## src/rtl/decode_stage.sv

```systemverilog
// decode_stage: RV32I decoder feeding a two-entry (output + skid) buffer.
// Define DECODE_MULDIV_EN to decode the M extension (OP with funct7=0000001).
module decode_stage #(
  parameter int XLEN  = 32,
  parameter int CNT_W = 16
) (
  input  logic             clk,
  input  logic             rst_n,
  input  logic             flush,
  input  logic             in_valid,
  output logic             in_ready,
  input  logic [31:0]      in_instr,
  input  logic [XLEN-1:0]  in_pc,
  output logic             out_valid,
  input  logic             out_ready,
  output logic [XLEN-1:0]  out_pc,
  output logic [XLEN-1:0]  out_imm,
  output logic [4:0]       out_ra1,
  output logic [4:0]       out_ra2,
  output logic [4:0]       out_wa3,
  output logic [2:0]       out_funct3,
  output logic             out_src1_sel,
  output logic             out_src2_sel,
  output logic             out_wd3_sel,
  output logic             out_we3,
  output logic             out_wem,
  output logic             out_branch,
  output logic             out_jump,
  output logic             out_muldiv,
  output logic             out_illegal,
  output logic [CNT_W-1:0] illegal_cnt
);

  localparam logic [6:0] OPC_LUI    = 7'b0110111;
  localparam logic [6:0] OPC_AUIPC  = 7'b0010111;
  localparam logic [6:0] OPC_JAL    = 7'b1101111;
  localparam logic [6:0] OPC_JALR   = 7'b1100111;
  localparam logic [6:0] OPC_BRANCH = 7'b1100011;
  localparam logic [6:0] OPC_LOAD   = 7'b0000011;
  localparam logic [6:0] OPC_STORE  = 7'b0100011;
  localparam logic [6:0] OPC_OPIMM  = 7'b0010011;
  localparam logic [6:0] OPC_OP     = 7'b0110011;
  localparam logic [6:0] OPC_FENCE  = 7'b0001111;
  localparam logic [6:0] OPC_SYSTEM = 7'b1110011;

  typedef struct packed {
    logic [XLEN-1:0] pc;
    logic [XLEN-1:0] imm;
    logic [4:0]      ra1;
    logic [4:0]      ra2;
    logic [4:0]      wa3;
    logic [2:0]      funct3;
    logic            src1_sel;
    logic            src2_sel;
    logic            wd3_sel;
    logic            we3;
    logic            wem;
    logic            branch;
    logic            jump;
    logic            muldiv;
    logic            illegal;
  } entry_t;

  logic [6:0]  opcode;
  logic [6:0]  funct7;
  logic [2:0]  funct3;
  logic [31:0] imm32;
  logic        illegal;
  entry_t      dec;

  assign opcode = in_instr[6:0];
  assign funct7 = in_instr[31:25];
  assign funct3 = in_instr[14:12];

  always_comb begin
    dec     = '0;
    imm32   = '0;
    illegal = 1'b0;
    case (opcode)
      OPC_LUI: begin
        imm32        = {in_instr[31:12], 12'b0};
        dec.src2_sel = 1'b1;
        dec.we3      = 1'b1;
      end
      OPC_AUIPC: begin
        imm32        = {in_instr[31:12], 12'b0};
        dec.src1_sel = 1'b1;
        dec.src2_sel = 1'b1;
        dec.we3      = 1'b1;
      end
      OPC_JAL: begin
        imm32        = {{11{in_instr[31]}}, in_instr[31], in_instr[19:12],
                        in_instr[20], in_instr[30:21], 1'b0};
        dec.src1_sel = 1'b1;
        dec.we3      = 1'b1;
        dec.jump     = 1'b1;
      end
      OPC_JALR: begin
        imm32        = {{20{in_instr[31]}}, in_instr[31:20]};
        dec.src1_sel = 1'b1;
        dec.we3      = 1'b1;
        dec.jump     = 1'b1;
        dec.ra1      = in_instr[19:15];
      end
      OPC_BRANCH: begin
        imm32        = {{19{in_instr[31]}}, in_instr[31], in_instr[7],
                        in_instr[30:25], in_instr[11:8], 1'b0};
        dec.branch   = 1'b1;
        dec.ra1      = in_instr[19:15];
        dec.ra2      = in_instr[24:20];
      end
      OPC_LOAD: begin
        imm32        = {{20{in_instr[31]}}, in_instr[31:20]};
        dec.src2_sel = 1'b1;
        dec.wd3_sel  = 1'b1;
        dec.we3      = 1'b1;
        dec.ra1      = in_instr[19:15];
      end
      OPC_STORE: begin
        imm32        = {{20{in_instr[31]}}, in_instr[31:25], in_instr[11:7]};
        dec.src2_sel = 1'b1;
        dec.wem      = 1'b1;
        dec.ra1      = in_instr[19:15];
        dec.ra2      = in_instr[24:20];
      end
      OPC_OPIMM: begin
        imm32        = {{20{in_instr[31]}}, in_instr[31:20]};
        dec.src2_sel = 1'b1;
        dec.we3      = 1'b1;
        dec.ra1      = in_instr[19:15];
        // Shifts: only bit 30 (SRAI) may be set above the 5-bit shamt.
        if (funct3 == 3'b001 && funct7 != 7'b0)
          illegal = 1'b1;
        if (funct3 == 3'b101 && {funct7[6], funct7[4:0]} != 6'b0)
          illegal = 1'b1;
      end
      OPC_OP: begin
        dec.we3 = 1'b1;
        dec.ra1 = in_instr[19:15];
        dec.ra2 = in_instr[24:20];
        if (funct7 == 7'b0000001) begin
`ifdef DECODE_MULDIV_EN
          dec.muldiv = 1'b1;
`else
          illegal = 1'b1;
`endif
        end else if (funct7 != 7'b0000000 && funct7 != 7'b0100000) begin
          illegal = 1'b1;
        end
      end
      OPC_FENCE, OPC_SYSTEM: ;
      default: illegal = 1'b1;
    endcase
    if (in_instr[1:0] != 2'b11)
      illegal = 1'b1;

    dec.pc     = in_pc;
    dec.funct3 = funct3;
    dec.imm    = XLEN'($signed(imm32));
    if (dec.we3)
      dec.wa3 = in_instr[11:7];
    if (illegal) begin
      dec.imm      = '0;
      dec.ra1      = '0;
      dec.ra2      = '0;
      dec.wa3      = '0;
      dec.src1_sel = 1'b0;
      dec.src2_sel = 1'b0;
      dec.wd3_sel  = 1'b0;
      dec.we3      = 1'b0;
      dec.wem      = 1'b0;
      dec.branch   = 1'b0;
      dec.jump     = 1'b0;
      dec.muldiv   = 1'b0;
    end
    dec.illegal = illegal;
  end

  entry_t            out_entry_reg, out_entry_next;
  entry_t            skid_entry_reg, skid_entry_next;
  logic              out_valid_reg, out_valid_next;
  logic              skid_valid_reg, skid_valid_next;
  logic              in_ready_reg, in_ready_next;
  logic [CNT_W-1:0]  cnt_reg, cnt_next;
  logic              in_fire, out_fire;

  assign in_fire  = in_valid & in_ready_reg;
  assign out_fire = out_valid_reg & out_ready;

  always_comb begin
    out_entry_next  = out_entry_reg;
    skid_entry_next = skid_entry_reg;
    out_valid_next  = out_valid_reg;
    skid_valid_next = skid_valid_reg;
    cnt_next        = cnt_reg;
    if (flush) begin
      out_valid_next  = 1'b0;
      skid_valid_next = 1'b0;
    end else begin
      if (!out_valid_reg || out_ready) begin
        // Output slot frees up: oldest entry (skid first) moves in.
        if (skid_valid_reg) begin
          out_valid_next  = 1'b1;
          out_entry_next  = skid_entry_reg;
          skid_valid_next = in_fire;
          if (in_fire)
            skid_entry_next = dec;
        end else begin
          out_valid_next = in_fire;
          if (in_fire)
            out_entry_next = dec;
        end
      end else if (in_fire) begin
        skid_valid_next = 1'b1;
        skid_entry_next = dec;
      end
      if (out_fire && out_entry_reg.illegal && cnt_reg != '1)
        cnt_next = cnt_reg + CNT_W'(1);
    end
    in_ready_next = ~skid_valid_next;
  end

  always_ff @(posedge clk or negedge rst_n) begin
    if (!rst_n) begin
      out_entry_reg  <= '0;
      skid_entry_reg <= '0;
      out_valid_reg  <= 1'b0;
      skid_valid_reg <= 1'b0;
      in_ready_reg   <= 1'b0;
      cnt_reg        <= '0;
    end else begin
      out_entry_reg  <= out_entry_next;
      skid_entry_reg <= skid_entry_next;
      out_valid_reg  <= out_valid_next;
      skid_valid_reg <= skid_valid_next;
      in_ready_reg   <= in_ready_next;
      cnt_reg        <= cnt_next;
    end
  end

  assign in_ready     = in_ready_reg;
  assign out_valid    = out_valid_reg;
  assign out_pc       = out_entry_reg.pc;
  assign out_imm      = out_entry_reg.imm;
  assign out_ra1      = out_entry_reg.ra1;
  assign out_ra2      = out_entry_reg.ra2;
  assign out_wa3      = out_entry_reg.wa3;
  assign out_funct3   = out_entry_reg.funct3;
  assign out_src1_sel = out_entry_reg.src1_sel;
  assign out_src2_sel = out_entry_reg.src2_sel;
  assign out_wd3_sel  = out_entry_reg.wd3_sel;
  assign out_we3      = out_entry_reg.we3;
  assign out_wem      = out_entry_reg.wem;
  assign out_branch   = out_entry_reg.branch;
  assign out_jump     = out_entry_reg.jump;
  assign out_muldiv   = out_entry_reg.muldiv;
  assign out_illegal  = out_entry_reg.illegal;
  assign illegal_cnt  = cnt_reg;

endmodule
```

## config.mk

```make
export PLATFORM = sky130hd
export DESIGN_NAME = decode_stage
export DESIGN_NICKNAME = d
export VERILOG_FILES = /design/src/rtl/decode_stage.sv
export SDC_FILE = /design/constraint.sdc
export NUM_CORES = 1
export LEC_CHECK = 0
export CAP_MARGIN = 30
export CORE_MARGIN = 1
export CORE_UTILIZATION = 52
export DETAILED_ROUTE_END_ITERATION = 16
export PLACE_DENSITY = 0.84
export SLEW_MARGIN = 20
export SYNTH_ARGS = -nofsm -noshare
export SYNTH_HDL_FRONTEND = slang
export SYNTH_SLANG_ARGS = --single-unit
```

## constraint.sdc

```tcl
create_clock -name clk -period 2.2 [get_ports clk]
set_input_delay 0.44 -clock clk [delete_from_list [all_inputs] [get_ports clk]]
set_output_delay 0.44 -clock clk [all_outputs]
set_load 0.005 [all_outputs]
```

==> summary.md <==
| Metric | Value |
|---|---|
| Async SR Flop Fraction | `100%` |
| Port-buffer cells | `176` |
| Syn Inst Count | `a little under 1000` |
| CTS Buffer Depth | `2` |
| Clock Skews | `0.00833 ns` |
| Cts bufs inserted | `17` |
| Wirelength, routed | `24.7 mm` |
| DP HPWL | `17.1 mm` |
| Minimum clock period | `2.05 ns` |
| Initial antenna violation count | `0` |
| CTS tree | `yes` |
| Clock slew at reported path FFs | `0.07 ns` |
| Dpl ws | `-0.334 ns` |
| Layout Cells excl Fill | `1427` |
| Via count | `a little over 8000` |
| Die W | `134 um` |
| Synth area leader | `dfrtp_1` |
| Distinct cells, synth | `63` |
| Global router's overall resource usage | `between 20% and 30%` |
| Via density | `5.68` |
| Synth Register Bits | `199` |
| Max FFs per register | `90` |
| Pleak | `around 5.5 nW` |
| RSZ-0062 raised after global routing | `false` |
| Final Util | `just over 70%` |
| Worst hold path type | `input port to async pin` |
| Max Slew Vio Count | `0` |
| I/O pins | `178` |
| CP Class | `input port to register` |
| Peak VDD IR | `586 uV` |
| Grt ovf | `0` |
| Post-DRT Antenna Nets | `0` |
| Routability cong. | `0.858` |
| EDFF count, synth | `0` |
| Std-Cell Rows | `48` |
| Relative slew slack | `66.6%` |
| Die height | `~130 um` |
| Mapped Avg Cell Area | `9.45 um2` |
| DIE AREA | `18100 um2` |
| Yosys warnings | `0` |
| Crit-path max FO | `9` |
| Max cap viols | `0` |
| Largest net degree at the start of global routing | `67` |
| Nets | `1261` |
| Syn nets | `1035` |
| Layout Area Growth over Synthesis | `35.4%` |
| # diodes | `0` |
| Top-area cell type share of the netlist area | `between 50% and 60%` |
| Placed insts | `between 1000 and 1500` |
| Core ar. | `17200 um2` |
| First drt pass iteration count | `6` |
| Mapped Area | `9120 um2` |
| Num Clock Sinks | `roughly 200` |
| Hold Violations, Final | `0` |
| Worst EP arrival | `2.41 ns` |
| Setup ws final | `0.145 ns` |
| First-pass GRT wire length | `between 40 and 50 mm` |
| Final Cycle Share | `93.4%` |
| Vias in the first global route | `a little over 8000` |
| Wirelength per Cell | `17.3 um` |
| # DRC | `0` |
| Run status | `completed` |
| Starting Density | `a little over half` |
| Root Buffer | `clkbuf_16` |
| Share of layout cells above drive strength 1 | `a little over an eighth` |
| Worst setup SP type | `input port` |
| Critical Path RT | `around 2.6 ns` |
| DR iter-0 viols | `656` |
| H-tree Lvls | `4` |
| Worst-skew pair later-pin latency | `around 0.43 ns` |
| Part of the Yosys area used for sequential elements | `between 50% and 60%` |
| Worst Tran Pin Value | `~0.5 ns` |
| Total power | `9.38 mW` |
| Setup Viol. Count Final | `0` |
| Top FF cell, synth | `dfrtp_1` |
| Fmax | `around 490 MHz` |
| Crit. End Element | `register` |
| PwrDens | `759 nW/um2` |
| Ranking of synthesized cells by area | `dfrtp_1, nand2_1, mux2i_1, a21oi_1, o21ai_0` |
[synthesized netlist by cell type, types with 12 or more instances]
cell,number
o21ai_0,62
nand3_1,30
o31ai_1,24
inv_1,17
xnor2_1,12
nand2_1,246
mux2i_1,37
a21oi_1,67
clkbuf_1,44
nor2_1,43
dfrtp_1,199
o22ai_1,26
[layer usage]
| metal | GRT usage (%) | wire, um | up-vias |
|---|---|---|---|
| met3 | 4.65 | 1480 | 44 |
| met5 | 0 | 0 | - |
| met4 | 13.4 | 659 | 0 |
| met1 | 38.3 | 10400 | 3974 |
| li1 | - | - | 3781 |
| met2 | 45.7 | 12100 | 312 |
[critical path: stages]
cell and delay (ns):
clkdlybuf4s50_1 0.53, mux2_2 0.39, o311ai_4 0.31, o211ai_4 0.20, or3_1 0.39, a21oi_1 0.14
[per-stage QoR]
stage,setup TNS (ns),cell area (um2),hold slack (ns)
after floorplan,0,9120,0.144
after global placement,-14.02,11700,0.350
after detailed placement,-18.14,11700,0.350
after CTS,0,12300,0.458
after global routing,0,12400,0.489
final,0,12400,0.461
[power breakdown]
| group | internal, mW | switching (mW) |
|---|---|---|
| clock | 1.90 | 1.36 |
| sequential | 4.11 | 0.301 |
| combinational | 0.937 | 0.770 |
[cells by family (layout without fill, tap and decap cells)]
kind of cell / count (synthesis) / after routing / synth area share (%)
other cells: 1 / 1 / 0.0411
flops: 199 / 199 / 54.6
mux: 39 / 39 / 4.31
simple gates: 393 / 393 / 19.6
compound gates: 231 / 231 / 15.7
fa+ha+maj: 2 / 2 / 0.247
xor+xnor: 15 / 15 / 1.44
buf+inv: 85 / 322 / 4.14
[cell type report]
class / instances / area [um2]
fillers: 1273 / 4880
well taps: 225 / 282
inverters: 17 / 63.8
repair buffers: 275 / 2620
flip-flops and latches: 199 / 4980
clock buffers: 19 / 433
multi-input cells: 681 / 3790
clock inverters: 11 / 176
[path summary, 6_finish.rpt]
| kind | endpoint | slack, ns | cells past startpoint | from |
|---|---|---|---|---|
| worst max-delay path | out_imm[2] | 0.15 | 6 | in_instr[5] |
| worst min register to register | skid_entry_reg[32] | 0.47 | 2 | skid_entry_reg[32] |
| min in group clk | skid_entry_reg[32] | 0.47 | 2 | skid_entry_reg[32] |
| worst max register to register | out_imm[27] | 0.18 | 6 | skid_valid_reg |
| max in group asynchronous | skid_valid_reg | 1.10 | 3 | rst_n |
| worst min-delay path | skid_entry_reg[51] | 0.46 | 2 | rst_n |
[what timing repair did]
action / in CTS / in global routing
resized for setup: 0 / 1
endpoints found under the hold margin: 24 / 0
hold buffers: 1 / 0
setup buffers: 0 / 0
endpoints found under the setup margin: 0 / 2
[cell usage in the layout, fill, tap and decap left out, types with 5 or more instances in the layout]
master             n
mux2i_1           37
buf_12             9
a21o_1             8
and3_1             9
o21ai_0           62
o21ai_2            9
clkbuf_16         17
buf_4             89
or3_1              6
dfrtp_1          198
xnor2_1           12
nand2_1          246
a22o_1             5
a21oi_1           67
o22ai_1           25
nand3_1           30
nand4_1           10
nand3b_1           9
clkdlybuf4s50_1  175
inv_1             17
o21ai_1            6
nand2b_1           5
nor2_1            43
o31ai_1           24
(Power assumes the default switching activity.)
